--- src/rtl/rr_arb_mux.sv ---
// rtl/rr_arb_mux.sv - arbitrated N-channel mux with valid/ready inputs and a registered output stage
module rr_arb_mux #(
    parameter int WIDTH = 3,
    parameter int SIZE  = 3,
    parameter int MODE  = 0
) (
    input  logic                         clk,
    input  logic                         reset,
    input  logic [(2**SIZE)*WIDTH-1:0]   in,
    input  logic [(2**SIZE)-1:0]         in_valid,
    output logic [(2**SIZE)-1:0]         in_ready,
    output logic [WIDTH-1:0]             out,
    output logic [SIZE-1:0]              out_select,
    output logic                         out_valid,
    input  logic                         out_ready
);
    localparam int CHANNELS = 2**SIZE;

    logic [SIZE-1:0]  ptr;
    logic [SIZE-1:0]  grant;
    logic [SIZE-1:0]  idx;
    logic [WIDTH-1:0] grant_data;
    logic             found;
    logic             load;
    logic             transfer;

    assign load = !out_valid || out_ready;

    // Search starts at ptr in round-robin mode and at 0 in fixed-priority mode;
    // the SIZE-bit index wraps naturally past CHANNELS-1.
    always_comb begin
        found = 1'b0;
        grant = '0;
        idx   = '0;
        for (int k = 0; k < CHANNELS; k++) begin
            idx = (MODE == 0) ? ptr + SIZE'(k) : SIZE'(k);
            if (!found && in_valid[idx]) begin
                found = 1'b1;
                grant = idx;
            end
        end
    end

    always_comb begin
        grant_data = '0;
        for (int i = 0; i < CHANNELS; i++) begin
            if (grant == SIZE'(i)) begin
                grant_data = in[i*WIDTH +: WIDTH];
            end
        end
    end

    assign transfer = found && load && !reset;

    always_comb begin
        in_ready = '0;
        if (transfer) begin
            in_ready[grant] = 1'b1;
        end
    end

    always_ff @(posedge clk) begin
        if (reset) begin
            out_valid  <= 1'b0;
            out        <= '0;
            out_select <= '0;
            ptr        <= '0;
        end else if (transfer) begin
            out_valid  <= 1'b1;
            out        <= grant_data;
            out_select <= grant;
            if (MODE == 0) begin
                ptr <= grant + SIZE'(1);
            end
        end else if (out_ready) begin
            out_valid <= 1'b0;
        end
    end
endmodule
--- config.mk ---
export PLATFORM = sky130hd
export DESIGN_NAME = rr_arb_mux
export DESIGN_NICKNAME = d
export VERILOG_FILES = /design/src/rtl/rr_arb_mux.sv
export SDC_FILE = /design/constraint.sdc
export NUM_CORES = 1
export LEC_CHECK = 0
export ABC_CLOCK_PERIOD_IN_PS = 8000
export CORE_UTILIZATION = 30
export CTS_CLUSTER_SIZE = 8
export DETAILED_ROUTE_END_ITERATION = 8
export HOLD_SLACK_MARGIN = 0.15
export PLACE_DENSITY_LB_ADDON = 0.2
export SLEW_MARGIN = 20
export SYNTH_ARGS = -nofsm -noshare
export SYNTH_HDL_FRONTEND = slang
export SYNTH_SLANG_ARGS = --single-unit
--- constraint.sdc ---
create_clock -name clk -period 8 [get_ports clk]
set_input_delay 0.8 -clock clk [delete_from_list [all_inputs] [get_ports clk]]
set_output_delay 0.8 -clock clk [all_outputs]
set_load 0.01 [all_outputs]
# == Word-level counts from Yosys, hierarchy flattened ==
# Index checks and enable logic that the tools add are counted.
# classes
mul,0
mux,45
shifts,0
magnitude_cmp,10
n_eq_ne,7
n_reduce_logical,22
bitwise,0
addsub,8
div,0
# ops
cell,count
$mux 3,16
$lt 3x4->1 const B,9
$bmux 1 s3,8
$mux 1,19
$add 3x3->3 const B,4
$eq 3x3->1 const B,4
$logic_and 1x1->1,10
$logic_not 1->1,9
$mux 8,1
$add 3x1->3 const B,2
$add 3x2->3 const B,2
$eq 3x2->1 const B,2
$demux 1 s3,1
$eq 3x1->1 const B,1
$ge 3x1->1 const B,1
$logic_not 3->1,1
$reduce_bool 2->1,1
$logic_or 1x1->1,1
# totals
n_memories,0
wordCells,96
latch_bits,0
input_bits,35
ramBits,0
output_inout_bits,15
rom_bits,0
ff_bits,10

# == Logic depth before layout (Yosys ltp) ==
# Gate-level depths: netlist of the first run.
# logic_depth
depth_word,33
depth_mapped,23

# == Worst setup path before layout of the first run ==
# Ideal clock, no wire load.
# synth_timing
path_kind,register to register
from,reg ptr[0]
to,reg out[1]
path_stages_with_launch,19
path_buffers,5
t_required_ns,7.878
period_less_slack_ns,4.613
arrival_ns,4.491
setup_slack_ns,3.387
cell_sequence,dfxtp_1 buf_2 buf_2 inv_2 ha_1 buf_6 mux4_2 a21oi_1 a22oi_1 or4_1 o21ai_1 and2_1 clkbuf_1 ha_1 clkbuf_1 nor2b_1 a32oi_1 o22ai_1 a221o_1
# synth_between
elab_chain_len,33
# synth_lines
item,line,text
from (decl),19,logic [SIZE-1:0] ptr;
from (signal assigned),73,ptr <= grant + SIZE'(1);
"parallel branches: the longest is 33 deep, another holds $add 3x1->3",-,
to (signal assigned),70,out <= grant_data;
to (decl),12,"output logic [WIDTH-1:0] out,"
# Several ways; the timed one is not identified. The select of a mux whose other input is x is not followed.
# A chain may end at the register's enable or synchronous reset.

# == Final worst setup path of the first run ==
# layout_timing
from,reg ptr[0]
to,out in_ready[3]
# layout_between
elab_chain_len,29
# layout_lines
item,line,text
"parallel branches: the longest is 28 deep, another holds $add 3x1->3",-,
$mux 8 *,57,if (transfer) begin
to (decl),11,"output logic [(2**SIZE)-1:0] in_ready,"
# Mark *: on every way between the ends. The select of a mux whose other input is x is not followed.

==> results.cfg, run 1 <==
[outcome]
status = complete, no violations

[layout]
syn2layout_area_growth_pct = 27.0
design_area_um2 = 2640
n_antenna_cell = 0
fin_nets = 327
final_cells = 363
drive_gt1_share_pct = 14.3
postLayoutCoreUtil_pct = 40.4

[critical_path]
critPathKind = reg -> out
rrSetupSlack_ns = 1.86
endpoint = in_ready[3]
reg2reg_depth = 18
start_kind = register
startpoint = ptr[0]
crit_fanout = 20
end_kind = output pin
cp_data_arrival_time_ns = 5.45
worst_ep_required_time_ns = 7.20
reg2reg_to = out[2]
r2r-start = ptr[0]

[route]
drt_first_pass_iters = 4
wl_per_cell_um = 16.8
drc_errors = 0
ant_nets = 0
finalWirelength_um = 6100
viasPerCell = 5.92
drt_iter0_markers = 98
vias = 2148

[grt]
antenna_found_initial = 0
first_global_vias = 1967
grt_pass1_wl_um = 9870
overflow = 0
track_usage_pct = 16.7
grt_max_degree = 21

[clock_network]
numCtsBuffers = 3
clkTransAtPathRegs_ns = 0.05
cts_root_buffer = clkbuf_8
ctsResizeCount = 0
cts.sinks = 10
clk_latency_ns = 0.24
holdBufCountCts = 0
clk_path_buf_depth = 2
htreeDepth = 1
cts_tree = yes
post_cts_buffers = 0

[timing]
slew_violations = 0
tns_ns = 0
tightest_slew_ns = 0.802
rsz0062_at_grt = false
max_slew_margin_pct = 46.4
final_hold_viol_count = 0
fmax_mhz = 160
setup_viol = 0
skew_ns = 0.00390
fin_crit_sh_pct = 78.1
final.min_clock_period_ns = 6.25

[logic_synthesis]
synth_cell_types = 57
ys_seq_elements = 10
synth-warning-count = 0
post-synth-top-area-cell = mux4_2
ys_async_sr_fraction_pct = 0
synth_seq_area_share_pct = 9.64
synth_edf_count = 0
synth_cells = 250
synthTopCellsByArea = mux4_2 18%, dfxtp_1 9.6%, mux2i_1 9.2%, nand2_1 4.7%, a211oi_1 3.3%
synth_area_um2 = 2080
synth_most_common_cell = nand2_1
synth_top_area_share_pct = 18.4
syn_nets = 290
synth_area_per_cell_um2 = 8.31
ys_top_cells_by_count = 26 x nand2_1, 19 x mux2i_1, 17 x mux4_2
synth_flop_cell = dfxtp_1

[worst_hold_path]
hold_start = out_valid
hold_class = reg -> reg

[die]
start_util_pct = 31.8
die_h_um = 85.2
design.die.area_um2 = 7260
core_area_um2 = 6530
rows = 29
dieWidth_um = 85.2
ios = 50

[placed_design]
place_area_um2 = 2580
place.gp.congestion = 0.818
hpwlAfterDp_um = 4790
dp_cells = 359
portBuffers = 49

[run]
maxCapViolations = 0
[logic make-up after synthesis]
group / Yosys count / synth area share [%]
multiplexers: 43 / 32.1
adder cells (fa/ha/maj): 5 / 3.01
flip-flops: 10 / 9.64
AND/OR/NAND/NOR: 95 / 25.8
buffers and inverters: 34 / 7.29
XOR/XNOR: 3 / 1.63
AO/OA/AOI/OAI: 60 / 20.5
[flip-flops by register name (all words and copies together) (netlist names)]
signal	count
out_valid	1
out	3
out_select	3
ptr	3
[layout by cell type, fill, tap and decap left out, types with 4 or more instances in the layout]
cell type         n
a211oi_1          9
a21oi_1          12
a31oi_1           4
and2_1            6
clkbuf_8          4
clkdlybuf4s50_1  49
dfxtp_1          10
ha_1              5
inv_1            13
mux2_2            6
mux2i_1          19
mux4_2           17
nand2_1          26
nand2b_1          6
nor2_1           15
nor2b_1           8
nor3_1            6
o21ai_0           4
o22ai_1           6
[through the flow]
| stage | hold slack [ns] | setup slack (ns) |
|---|---|---|
| CTS | 0.521 | 1.73 |
| detailed placement | 0.511 | 1.88 |
| finish | 0.512 | 1.75 |
| global placement | 0.481 | 2.09 |
| floorplan | 0.514 | 3.39 |
| global route | 0.532 | 1.32 |
[layout make-up]
cell class,instances,area [um^2]
fillers,686,3890
clock buffers,4,55.1
inverters,15,56.3
multi-input cells,206,1730
flip-flops and latches,10,200
repair buffers,51,505
well taps,77,96.3
[critical path: stages, from the launching register on]
cell	delay [ns]
dfxtp_1	0.76
inv_2	0.25
ha_1	0.87
mux4_1	0.74
a211oi_1	0.28
a22oi_1	0.21
or4_1	0.52
o21ai_1	0.18
and2_1	0.45
or2_1	0.35
nor2_1	0.10
clkdlybuf4s50_1	0.48
[routing by layer]
| metal | part of all wire, % | vias up | GRT usage [%] | wire, um |
|---|---|---|---|---|
| li1 | - | 1032 | - | - |
| met1 | 48 | 1023 | 25.0 | 2930 |
| met2 | 46 | 83 | 26.0 | 2790 |
| met3 | 4.8 | 10 | 1.56 | 295 |
| met4 | 1.5 | 0 | 3.54 | 90 |
| met5 | 0 | - | 0 | 0 |
[worst min-delay path by stage]
stage | to | cells past startpoint
final | out_valid | 2
after global routing | out_select[2] | 2
after CTS | out_valid | 2
after detailed placement | out_select[2] | 2
after global placement | out_select[0] | 2
after floorplan | out_select[0] | 2
Power of run 1 is left out: the tool's default activity adds up to more than one toggle a clock period on the data nets, which glitch-free logic cannot reach.
==> run 2: changes to the inputs <==
Settings changed: ABC_CLOCK_PERIOD_IN_PS 8000 to 5750.
Clock period 8 ns to 5.75 ns, I/O delays scaled along.
==> run 2 against run 1 <==
Wire length grew 0.43%. Global-route usage barely moved. Sequential share of layout area down 0.085 points. Non-clock buffer count increased by 4. Flip-flop and latch count is the same. Critical path depth is 8 higher. Register-to-register slack worse by 1.3 ns. Via count shrank 1.0%.
==> results.cfg, run 2 (synthesized netlist as in run 1, its figures left out) <==
[route]
drt_iter0_markers = 160
drc_errors = 0
vias = 2126
viasPerCell = 5.79
finalWirelength_um = 6130
ant_nets = 0
wl_per_cell_um = 16.7
drt_first_pass_iters = 5

[grt]
first_global_vias = 1938
overflow = 0
antenna_found_initial = 0
grt_pass1_wl_um = 9920
track_usage_pct = 16.7
grt_max_degree = 20

[critical_path]
reg2reg_depth = 19
critPathKind = reg -> reg
startpoint = ptr[1]
cp_data_arrival_time_ns = 5.31
end_kind = register
r2r-start = ptr[1]
crit_fanout = 11
cp_slowest_stage_delay_ns = 0.63
crit_path_top_delay_cell = mux4_2
start_kind = register
worst_ep_required_time_ns = 5.86
crit_path_frequent_cell = inv_1
crit_path_cell_trace = inv_1 > ha_1 > buf_4 > mux4_2 > a21oi_1 > a22oi_1 > or4_1 > o21ai_1 > and2_1 > or2_1 > inv_1 > ha_1 > inv_1 > nand2_1 > o22ai_1 > nor3_1 > nor3_1 > o22ai_1 > a221o_1

[placed_design]
hpwlAfterDp_um = 4710
portBuffers = 49
place.gp.congestion = 0.853
dp_cells = 363

[clock_network]
numCtsBuffers = 3
cts_tree = yes
clk_path_buf_depth = 2
htreeDepth = 1
cts.sinks = 10
clkTransAtPathRegs_ns = 0.05
post_cts_buffers = 0
clk_latency_ns = 0.24
ctsResizeCount = 0
holdBufCountCts = 0
cts_root_buffer = clkbuf_8

[layout]
final_common_cell = clkdlybuf4s50_1
fin_nets = 331
postLayoutCoreUtil_pct = 40.9
n_antenna_cell = 0
syn2layout_area_growth_pct = 28.5
final_cells = 367
drive_gt1_share_pct = 15.5
final_cell_mix = 49 x clkdlybuf4s50_1, 26 x nand2_1, 19 x mux2i_1, 17 x mux4_2, 15 x nor2_1
fillers = 685
top_regs = out: 3 flops, out_select: 3 flops, ptr: 3 flops

[timing]
final.min_clock_period_ns = 5.20
setup_viol = 0
max_slew_margin_pct = 42.1
skew_ns = 0.00612
final_hold_viol_count = 0
tns_ns = 0
tightest_slew_ns = 0.867
fin_crit_sh_pct = 90.5
fmax_mhz = 192
slew_violations = 0
rsz0062_at_grt = false

[die]
die_h_um = 85.2
start_util_pct = 31.8
rows = 29
ios = 50
dieWidth_um = 85.2
design.die.area_um2 = 7260
core_area_um2 = 6530

[worst_hold_path]
hold_path_depth = 2
hold_start = out_select[0]
hold_class = reg -> reg

[outcome]
status = complete, no violations

[run]
maxCapViolations = 0
## run 2: per-layer routing
metal | vias up | GRT usage (%) | wire length (um)
met2 | 55 | 26.7 | 2830
met5 | - | 0 | 0
met4 | 0 | 2.16 | 16
met1 | 1028 | 24.7 | 3030
met3 | 2 | 1.85 | 258
li1 | 1041 | - | -
## run 2: area by class of cell
cell class | count | area, um^2 | share of cell area (%)
Multi-Input combinational cell | 206 | 1730 | 64.7
Timing Repair Buffer | 55 | 536 | 20.1
Sequential cell | 10 | 200 | 7.50
Tap cell | 77 | 96.3 | 3.61
Inverter | 15 | 56.3 | 2.11
Clock buffer | 4 | 55.1 | 2.06
## run 2: path summary, 6_finish.rpt
check,endpoint,slack (ns)
max,out[0],0.55
min,out_select[0],0.49
max reg2reg,out[0],0.55
min reg2reg,out_select[0],0.49
## run 2: worst max-delay path, delay by kind of cell, from the launching register on
family                   cells  cell delay, ns
AO/OA/AOI/OAI                6            1.23
flip-flops                   1            0.32
adder cells (fa/ha/maj)      2            0.83
AND/OR/NAND/NOR              6            1.46
buffers and inverters        4            0.60
multiplexers                 1            0.63
## run 2: stage by stage
step | setup slack [ns] | instance area, um^2 | hold WS, ns
floorplan | 1.14 | 2080 | 0.514
global placement | 0.609 | 2610 | 0.476
detailed placement | 0.645 | 2610 | 0.473
CTS | 0.609 | 2670 | 0.488
global route | 0.170 | 2670 | 0.514
finish | 0.545 | 2670 | 0.487
Power of run 2 is left out for the same reason.
